==> src/rtl/serial_pkg.sv <==
// Shared types and sizing helpers for the bit serializer.
// State encoding, gap counter width and the bit-counter width function.
package serial_pkg;

  typedef enum logic [1:0] {
    IDLE,
    SHIFT,
    PARITY,
    GAP
  } state_t;

  localparam int GAP_CNT_W = 4;

  // Wide enough to hold 0..data_w inclusive.
  function automatic int bit_cnt_width(input int data_w);
    return $clog2(data_w + 1);
  endfunction

endpackage

==> src/rtl/bit_serializer.sv <==
// Parallel-to-serial front end feeding the sequence detector's X input.
// Define SERIAL_PARITY_EN to append an even-parity bit after each word.
module bit_serializer
  import serial_pkg::*;
#(
  parameter int DATA_W     = 8,
  parameter bit MSB_FIRST  = 1'b1,
  parameter int GAP_CYCLES = 0
) (
  input  logic              clk,
  input  logic              reset_n,
  input  logic [DATA_W-1:0] in_data,
  input  logic              in_valid,
  output logic              in_ready,
  output logic              ser_bit,
  output logic              ser_valid,
  output logic              frame_start,
  output logic              busy
);

  localparam int CNT_W = bit_cnt_width(DATA_W);
  localparam logic [CNT_W-1:0] LAST_IDX = CNT_W'(DATA_W - 1);
  localparam logic [GAP_CNT_W-1:0] GAP_LAST =
    (GAP_CYCLES > 0) ? GAP_CNT_W'(GAP_CYCLES - 1) : '0;

  state_t               state;
  logic [DATA_W-1:0]    shreg;
  logic [CNT_W-1:0]     bit_cnt;
  logic [GAP_CNT_W-1:0] gap_cnt;
  logic                 last_bit;
  logic                 accept;
`ifdef SERIAL_PARITY_EN
  logic                 par;
`endif

  // Bit that leaves the word first in the configured order.
  function automatic logic head_bit(input logic [DATA_W-1:0] v);
    return MSB_FIRST ? v[DATA_W-1] : v[0];
  endfunction

  function automatic logic [DATA_W-1:0] shift_word(input logic [DATA_W-1:0] v);
    return MSB_FIRST ? {v[DATA_W-2:0], 1'b0} : {1'b0, v[DATA_W-1:1]};
  endfunction

  // bit_cnt is the index of the bit currently on ser_bit.
  assign last_bit = (bit_cnt == LAST_IDX);
  assign accept   = in_valid && in_ready;
  assign busy     = (state != IDLE);

  always_comb begin
    // NOTE: default first so every path assigns in_ready and no latch is inferred.
    in_ready = 1'b0;
    if (reset_n) begin
      unique case (state)
        IDLE:    in_ready = 1'b1;
`ifdef SERIAL_PARITY_EN
        PARITY:  in_ready = (GAP_CYCLES == 0);
`else
        SHIFT:   in_ready = last_bit && (GAP_CYCLES == 0);
`endif
        default: in_ready = 1'b0;
      endcase
    end
  end

  // NOTE: sequential state uses non-blocking assignments so every register
  // samples pre-edge values regardless of statement order.
  always_ff @(posedge clk or negedge reset_n) begin
    if (!reset_n) begin
      state       <= IDLE;
      shreg       <= '0;
      bit_cnt     <= '0;
      gap_cnt     <= '0;
      ser_bit     <= 1'b0;
      ser_valid   <= 1'b0;
      frame_start <= 1'b0;
`ifdef SERIAL_PARITY_EN
      par         <= 1'b0;
`endif
    end else begin
      ser_bit     <= 1'b0;
      ser_valid   <= 1'b0;
      frame_start <= 1'b0;

      unique case (state)
        IDLE: ;
        SHIFT: begin
          if (!last_bit) begin
            ser_bit   <= head_bit(shreg);
            ser_valid <= 1'b1;
            shreg     <= shift_word(shreg);
            bit_cnt   <= bit_cnt + CNT_W'(1);
          end else begin
`ifdef SERIAL_PARITY_EN
            state     <= PARITY;
            ser_bit   <= par;
            ser_valid <= 1'b1;
`else
            if (GAP_CYCLES > 0) begin
              state   <= GAP;
              gap_cnt <= '0;
            end else begin
              state   <= IDLE;
            end
`endif
          end
        end
`ifdef SERIAL_PARITY_EN
        PARITY: begin
          if (GAP_CYCLES > 0) begin
            state   <= GAP;
            gap_cnt <= '0;
          end else begin
            state   <= IDLE;
          end
        end
`endif
        GAP: begin
          if (gap_cnt == GAP_LAST) state <= IDLE;
          else gap_cnt <= gap_cnt + GAP_CNT_W'(1);
        end
        default: state <= IDLE;
      endcase

      // A handshake overrides whatever the case above chose: it is only
      // possible in IDLE or in the final cycle of a word, and the first bit
      // goes out immediately so the next cycle already carries bit 0.
      if (accept) begin
        state       <= SHIFT;
        shreg       <= shift_word(in_data);
        bit_cnt     <= '0;
        ser_bit     <= head_bit(in_data);
        ser_valid   <= 1'b1;
        frame_start <= 1'b1;
`ifdef SERIAL_PARITY_EN
        par         <= ^in_data;
`endif
      end
    end
  end

endmodule

==> config.mk <==
export PLATFORM = sky130hd
export DESIGN_NAME = bit_serializer
export DESIGN_NICKNAME = d
export VERILOG_FILES = /design/src/rtl/serial_pkg.sv /design/src/rtl/bit_serializer.sv
export SDC_FILE = /design/constraint.sdc
export NUM_CORES = 1
export LEC_CHECK = 0
export ABC_AREA = 0
export BUFFER_PORTS_ARGS = -buffer_cell sky130_fd_sc_hd__buf_2
export CAP_MARGIN = 40
export CORE_MARGIN = 2
export CORE_UTILIZATION = 50
export DETAILED_ROUTE_END_ITERATION = 12
export GPL_ROUTABILITY_DRIVEN = 0
export HOLD_SLACK_MARGIN = 0.08
export PLACE_DENSITY = 0.83
export SLEW_MARGIN = 10
export SYNTH_ARGS = -nofsm -noshare
export SYNTH_HDL_FRONTEND = slang
export SYNTH_SLANG_ARGS = --single-unit
==> constraint.sdc <==
create_clock -name clk -period 1.6 [get_ports clk]
set_input_delay 0.08 -clock clk [delete_from_list [all_inputs] [get_ports clk]]
set_output_delay 0.08 -clock clk [all_outputs]
set_load 0.005 [all_outputs]
Word level (Yosys, flattened, before mapping)
Cells that the tools add are included.

Register bits: 21. Input port bits: 11. Output and inout port bits: 5. Logic and storage cells: 44.

$add $sub $neg: 2. Equality and inequality tests: 7. Mux-type cells: 19. Bitwise operators: 1. Reduce and logical (&&, ||, !) cells: 8.

Operators with widths (count): 2-to-1 mux 8 bit (3); 2-to-1 mux 4 bit (3); adder 4 x 1 -> 4 bit (second input constant) (2); 2-to-1 mux 1 bit (8); 2-to-1 mux 2 bit (3); inequality test 3 bit (second input constant) (2); one-hot mux 2 bit (3 select lines) (1); == test 4 x 3 -> 1 bit (second input constant) (1); zero test 4 bit (1); AND reduction 2 bit (2); nonzero test 2 bit (2); AND reduction 3 bit (1); == test 2 x 1 -> 1 bit (second input constant) (1); == test 2 bit (second input constant) (1); zero test 2 bit (1); inequality test 2 x 1 -> 1 bit (second input constant) (1); inequality test 2 bit (second input constant) (1); one-hot mux 1 bit (2 select lines) (1); logical AND 1 bit (1); NOT 1 bit (1).

Depth between registers and ports, before layout
Gate-level depths: netlist of the first run.

Depth in word-level cells: 6. Gate-level depth with buffers: 5. Mapped depth without buffers: 4.

Worst setup path before layout of the first run
No wires, ideal clock.

Path kind: register to register. Start: register bit_cnt[0]. End: register ser_bit. Library setup time: 128 ps. Arrival time: 1350 ps. Required time: 1472 ps. Slack: 123 ps. Stages on the path, launching flop included: 6. Buffers on the path: 1. Clock period less this slack: 1477 ps. Cells stage by stage: dfrtp_1 > ha_1 > nand2_1 > o21ai_2 > buf_4 > mux2_1.

Longest elaborated chain between the ends: 5. Elaborated cells between the ends (all ways): 7. Classes of those cells: eq/ne: 1; mux: 5; reduce/logical: 1.

RTL lines: from (decl) (line bit_serializer.sv:28) `logic [CNT_W-1:0] bit_cnt;`; from (signal assigned) (line bit_serializer.sv:92) `bit_cnt <= bit_cnt + CNT_W'(1);`; == test 4 x 3 -> 1 bit * (line bit_serializer.sv:46) `assign last_bit = (bit_cnt == LAST_IDX);`; one-hot mux 1 bit (2 select lines) (line bit_serializer.sv:54) `unique case (state)`; 2-to-1 mux 1 bit (line bit_serializer.sv:53) `if (reset_n) begin`; logical AND 1 bit (line bit_serializer.sv:47) `assign accept = in_valid && in_ready;`; 2-to-1 mux 1 bit * (line bit_serializer.sv:128) `if (accept) begin`; to (signal assigned) (line bit_serializer.sv:89) `ser_bit <= head_bit(shreg);`; to (signal assigned) (line bit_serializer.sv:132) `ser_bit <= head_bit(in_data);`; to (decl) (line bit_serializer.sv:15) `output logic ser_bit,`.

Every way passes the cells marked *; elsewhere a longest branch is shown, timed or not. A chain may end at the register's enable or synchronous reset.

Worst setup path in the final report of the first run
Start: register bit_cnt[1]. End: output port in_ready.

Longest elaborated chain between the ends: 3.

RTL lines: == test 4 x 3 -> 1 bit (line bit_serializer.sv:46); one-hot mux 1 bit (2 select lines) (line bit_serializer.sv:54); 2-to-1 mux 1 bit (line bit_serializer.sv:53); to (decl) (line bit_serializer.sv:14) `output logic in_ready,`.

Every way passes these cells.

==> results of run 1 <==
worst max-delay path, stage by stage, from the launching register on:
cell	delay [ns]
dfrtp_1	0.40
ha_2	0.21
nand2_2	0.07
o21ai_2	0.06
buf_6	0.14
and2_2	0.18
buf_2	0.12
cells by family (layout without fill, tap and decap cells):
group	count (synthesis)	count (layout)	share of synthesized area [%]
compound gates	5	5	5.822
xor+xnor	1	1	1.235
fa+ha+maj	1	1	1.763
buf+inv	3	29	3.174
flops	15	15	52.91
mux	15	15	25.57
simple gates	13	13	9.526
state kept, by name (all words and copies together) (netlist names):
register and count:
ser_bit 1, shreg 7, frame_start 1, ser_valid 1
state 1, bit_cnt 4
through the flow:
stage	setup slack (ns)	instance area (um^2)	TNS, ns	std cells
global route	-0.01484	893.4	-0.01484	94
finish	0.06199	893.4	0	94
global placement	0.1873	807.0	0	84
floorplan	0.1226	709.4	0	53
CTS	0.01999	864.6	0	91
detailed placement	0.1201	807.0	0	84
layer usage:
metal  GRT usage [%]  part of all wire (%)  vias to the layer above
li1                -                     -                      238
met1           22.16                    45                      243
met4           6.452                  0.39                        0
met3           4.783                   6.2                        2
met5               0                     0                        -
met2           24.69                    48                       19
final cells by class:
| class | instances | area [um^2] |
|---|---|---|
| clock buffers | 3 | 22.52 |
| multi-input cells | 35 | 316.6 |
| flip-flops and latches | 15 | 375.4 |
| clock inverters | 1 | 5.005 |
| fillers | 98 | 424.2 |
| repair buffers | 24 | 151.4 |
| inverters | 1 | 3.754 |
| well taps | 15 | 18.77 |
synthesized netlist by cell type:
cell      count
o21ai_2       1
nand2_1       7
nand3_1       1
inv_1         1
o211ai_1      1
o31ai_1       1
ha_1          1
and2_2        1
buf_6         1
nand4_1       1
mux2i_1       2
xor2_1        1
dfrtp_1      15
mux2_1        1
nand2_2       1
and2b_2       1
mux2_4        4
a21boi_1      1
mux2_2        8
a32o_1        1
buf_4         1
and3_2        1
power by group:
part / internal (mW) / leakage, nW / switching (mW) / total (mW)
registers: 0.520 / 0.187 / 0.0959 / 0.616
clock network: 0.0926 / 0.0177 / 0.116 / 0.209
logic: 0.408 / 0.249 / 0.265 / 0.673
total: 1.02 / 0.454 / 0.477 / 1.50
worst max path at each step:
stage	start	end	slack, ns	depth (start not counted)
6_report	bit_cnt[1]	in_ready	0.06	6
5_1_grt	bit_cnt[0]	in_ready	-0.01	6
4_1_cts	bit_cnt[1]	in_ready	0.02	6
3_5_place_dp	bit_cnt[0]	shreg[4]	0.12	5
3_3_place_gp	bit_cnt[0]	shreg[6]	0.19	5
2_1_floorplan	bit_cnt[0]	ser_bit	0.12	5
repair_timing:
item | in CTS | in global routing
gates resized for setup | 1 | 2
pin swaps | 0 | 1
setup buffers | 1 | 3
hold buffers | 2 | 0
endpoints found under the hold margin | 16 | 0
endpoints found under the setup margin | 1 | 1
==> impl_results.md, run 1 <==
* Critical path type: flop to primary output
* Post-synth net total at 65
* Vias in the first global route at 500
* Req. time, crit path at 1.52 ns
* Die height at 41.67 um
* Fin crit period at 1.538 ns
* Synthesized area per cell at 13.39 um^2
* Worst slew margin at about four fifths
* IO Pins at 16
* Total CTS buffers at 3
* CTS tree: built
* H-Tree Depth at 1
* Post-DP HPWL at 863.1 um
* CTS Root Cell: clkbuf_4
* Synth warnings at 0
* Antenna diode count at 0
* Synth top area cells: dfrtp_1 53%, mux2_2 13%, mux2_4 8.5%
* Starting Density at 53.85%
* Clk sink count at 15
* Worst hold endpoint: shreg[1]
* P_leak at 0.4541 nW
* DR iter-0 viols at 9
* Final-report max-slew violation count at 0
* Avg Vias per Cell at 5.340
* Crit path DAT at roughly 1.5 ns
* Layout cell share with drive strength beyond 1 at 56.96%
* DRT Wirelength at 1291 um
* Register area share after synthesis at 52.91%
* Hold WC Path Type: input port to flop
* P per Cell Area at 1676 nW/um^2
* Max Cap Violations at 0
* Final period util at between 90% and 100%
* Worst Path Max Fanout at 4
* Initial antenna violation count at 0
* Peak Freq at about 0.65 GHz
* DRC violations left at 0
* Port bufs at 15
* Die area at 1736 um^2
* Post-DR wirelength/cell at 13.73 um
* R2R depth at 5
* Yosys cell types at 22
* Hold Crit Depth at 3
* Pwr Total at 1.498 mW
* Worst r2r src: bit_cnt[0]
* Crit. End Element: primary output
* Reg-to-reg setup timing slack at approximately 0.13 ns
* Final core occ at 67.81%
* Worst-Skew Late Latency at approximately 0.28 ns
* Commonest cells after routing, fill and taps aside: 15 x dfrtp_1, 15 x buf_2, 8 x mux2_2
* Cells after synthesis at 53
* Final setup violation count at 0
* DR pass1 iterations at 4
* Vias post-DR at roughly 500
* Pin count of the biggest net entering global routing at 19
* Hold slack at 0.1224 ns
* Core area at 1318 um^2
* Synthesis-stage register bit count at 15
* Hold_sp: in_valid
* Worst R2R End: shreg[6]
* Total grt overflow at 0
* Fin. Hold Viols at 0
* CP Launch Type: flop
* Post-synth top area share at 52.91%
* Maximum root-to-sink buffer count at 2
* Worst-path clk slew at 0.09 ns
* # rows at 13
* Global Route Usage Sum at 16.38%
* DRT antenna net count at 0
* Skew final at 0.005837 ns
* Post-Syn Area at 709.4 um^2
* First-pass GRT wire length at 2159 um
* Worst slew pin tran at 0.3090 ns
* Worst vdd ir at 968.3 uV
* Area growth syn-to-layout at 25.93%
* Fin nets at 92
* Chip Width at 41.67 um
* Status: complete, no violations
* Yosys top cell by area: dfrtp_1
No activity file was read; power rests on OpenSTA's default activity.
==> run 2: changes to the inputs <==
--- a/config.mk
+++ b/config.mk
@@ -12,9 +12,12 @@
 export CORE_UTILIZATION = 50
 export DETAILED_ROUTE_END_ITERATION = 12
 export GPL_ROUTABILITY_DRIVEN = 0
+export GPL_TIMING_DRIVEN = 0
 export HOLD_SLACK_MARGIN = 0.08
 export PLACE_DENSITY = 0.83
+export RECOVER_POWER = 25
 export SLEW_MARGIN = 10
 export SYNTH_ARGS = -nofsm -noshare
 export SYNTH_HDL_FRONTEND = slang
 export SYNTH_SLANG_ARGS = --single-unit
+export TNS_END_PERCENT = 5
==> run 2 against run 1 <==
Critical path depth did not move. Hold slack better by 0.028 ns. Routed wire length shrank 3.3%. Global-route usage decreased by 0.18 points. Register-to-register slack got worse by 0.03 ns. Critical endpoint unchanged. Highest routed layer unchanged.
==> impl_results.md, run 2 (synthesis results as in run 1) <==
* Hold slack at 0.1509 ns (was 0.1224 ns)
* Die area at 1736 um^2 (unchanged)
* Post-DR wirelength/cell at 12.88 um (was 13.73 um)
* CP Launch Type: flop (unchanged)
* Reg-to-reg setup timing slack at 0.10 ns (was 0.13 ns)
* Maximum root-to-sink buffer count at 2 (unchanged)
* Pwr Total at 1.575 mW (was 1.498 mW)
* Met3 Track Usage GR at 7.826% (was 4.783%)
* Port bufs at 15 (unchanged)
* Final setup violation count at 0 (unchanged)
* Starting Density at 53.85% (unchanged)
* Req. time, crit path at 1.52 ns (about the same)
* Clk sink count at 15 (unchanged)
* DRT antenna net count at 0 (unchanged)
* Area growth syn-to-layout at 31.92% (was 25.93%)
* P_leak at 0.4611 nW (was 0.4541 nW)
* RSZ-0062 raised after global routing: false
* Antenna diode count at 0 (unchanged)
* Max reg flops at 7 (unchanged)
* Worst slew margin at 54.00% (was 79.33%)
* Fin. Hold Viols at 0 (unchanged)
* Global Route Usage Sum at 16.19% (was 16.38%)
* Max Cap Violations at 0 (unchanged)
* IO Pins at 16 (unchanged)
* DR pass1 iterations at 2 (was 4)
* DRT Wirelength at 1249 um (was 1291 um)
* Post-route cell area at 935.9 um^2 (was 893.4 um^2)
* Hold WC Path Type: input port to flop (unchanged)
* Setup WS post-layout at 0.07453 ns (was 0.06199 ns)
* Fin crit period at 1.525 ns (was 1.538 ns)
* CTS Root Cell: clkbuf_4 (unchanged)
* Layout cell share with drive strength beyond 1 at 53.66% (was 56.96%)
* Final-report max-slew violation count at 0 (unchanged)
* Critical path type: flop to primary output (unchanged)
* Placed Area at 803.3 um^2 (was 807.0 um^2)
* Pin count of the biggest net entering global routing at 16 (was 19)
* Status: complete, no violations (unchanged)
* Final period util at 95.34% (was 96.13%)
* H-Tree Depth at 1 (unchanged)
* DRC violations left at 0 (unchanged)
* # rows at 13 (unchanged)
* Met1 GRT Util at 20.74% (was 22.16%)
* Top Usage Layer GRT: met2 (unchanged)
* Final core occ at 71.04% (was 67.81%)
* Commonest cells after routing, fill and taps aside: 15 x dfrtp_1, 13 x buf_2, 8 x mux2_2 (was 15 x dfrtp_1, 15 x buf_2, 8 x mux2_2)
* Avg Vias per Cell at 5.216 (was 5.340)
* Regs by FF count: shreg (7), bit_cnt (4) (unchanged)
* Crit path DAT at 1.45 ns (was 1.46 ns)
* Peak Freq at 0.6555 GHz (was 0.6502 GHz)
* Crit. End Element: primary output (unchanged)
* Core area at 1318 um^2 (unchanged)
* Vias in the first global route at 476 (was 500)
* DR iter-0 viols at 2 (was 9)
* Total CTS buffers at 3 (unchanged)
* Chip Width at 41.67 um (unchanged)
* Met2 usage at 24.69% (unchanged)
* Initial antenna violation count at 0 (unchanged)
* Total grt overflow at 0 (unchanged)
* Worst-path clk slew at 0.09 ns (about the same)
* Vias post-DR at 506 (was 502)
* Post-DP HPWL at 790.3 um (was 863.1 um)
* Commonest non-fill, non-tap cell in the layout: dfrtp_1
* Worst slew pin tran at 0.6877 ns (was 0.3090 ns)
* Fin nets at 95 (was 92)
* Worst-Skew Late Latency at 0.28 ns (about the same)
* Skew final at 0.003117 ns (was 0.005837 ns)
* Top reg by flops: shreg (unchanged)
* Worst vdd ir at 1068 uV (was 968.3 uV)
* Worst Path Max Fanout at 3 (was 4)
* First-pass GRT wire length at 2076 um (was 2159 um)
* P per Cell Area at 1683 nW/um^2 (was 1676 nW/um^2)
* Pre-CTS setup slack at -0.06423 ns (was 0.1201 ns)
* Die height at 41.67 um (unchanged)
* CTS tree: built (unchanged)
==> run 2: per-layer routing <==
layer	vias up	share of wire [%]
li1	245	-
met1	246	45
met2	13	49
met3	2	5.0
met4	0	1.3
met5	-	0
==> run 2: path summary, 6_finish.rpt <==
path,start,to,cells past startpoint
min in group asynchronous,reset_n,bit_cnt[2],2
min,in_data[1],shreg[2],3
min reg2reg,shreg[5],shreg[6],1
max,bit_cnt[0],in_ready,6
max reg2reg,bit_cnt[0],ser_bit,6
max in group asynchronous,reset_n,shreg[6],2
==> run 2: what timing repair did <==
| item | 4_1_cts | 5_1_grt |
|---|---|---|
| gates resized for setup | 3 | 2 |
| hold buffers | 3 | 0 |
| pin swaps | 1 | 0 |
| setup endpoints to repair | 4 | 4 |
| endpoints found under the hold margin | 16 | 0 |
| setup buffers | 5 | 2 |
==> run 2: final cells by class <==
cell class | count | area, um^2
Clock buffer | 4 | 26.28
Inverter | 1 | 3.754
Tap cell | 15 | 18.77
Multi-Input combinational cell | 35 | 334.1
Fill cell | 99 | 381.6
Sequential cell | 15 | 375.4
Timing Repair Buffer | 25 | 155.1
Buffer | 2 | 22.52
==> run 2: critical path: stages, from the launching register on <==
cell and delay (ns):
dfrtp_1 0.42, ha_4 0.18, nand2_2 0.08, o21ai_4 0.07, buf_6 0.12, and2_2 0.17
buf_2 0.12
==> run 2: report_power, final <==
group	internal, mW	leakage, nW	switching (mW)	total (mW)
logic	0.462	0.259	0.272	0.734
registers	0.520	0.187	0.105	0.625
clock network	0.0968	0.0150	0.119	0.216
==> run 2: metrics by stage <==
stage          std cells  TNS [ns]
2_1_floorplan         53         0
3_3_place_gp          83  -0.01996
3_5_place_dp          83   -0.1394
4_1_cts               95         0
5_1_grt               97         0
6_report              97         0
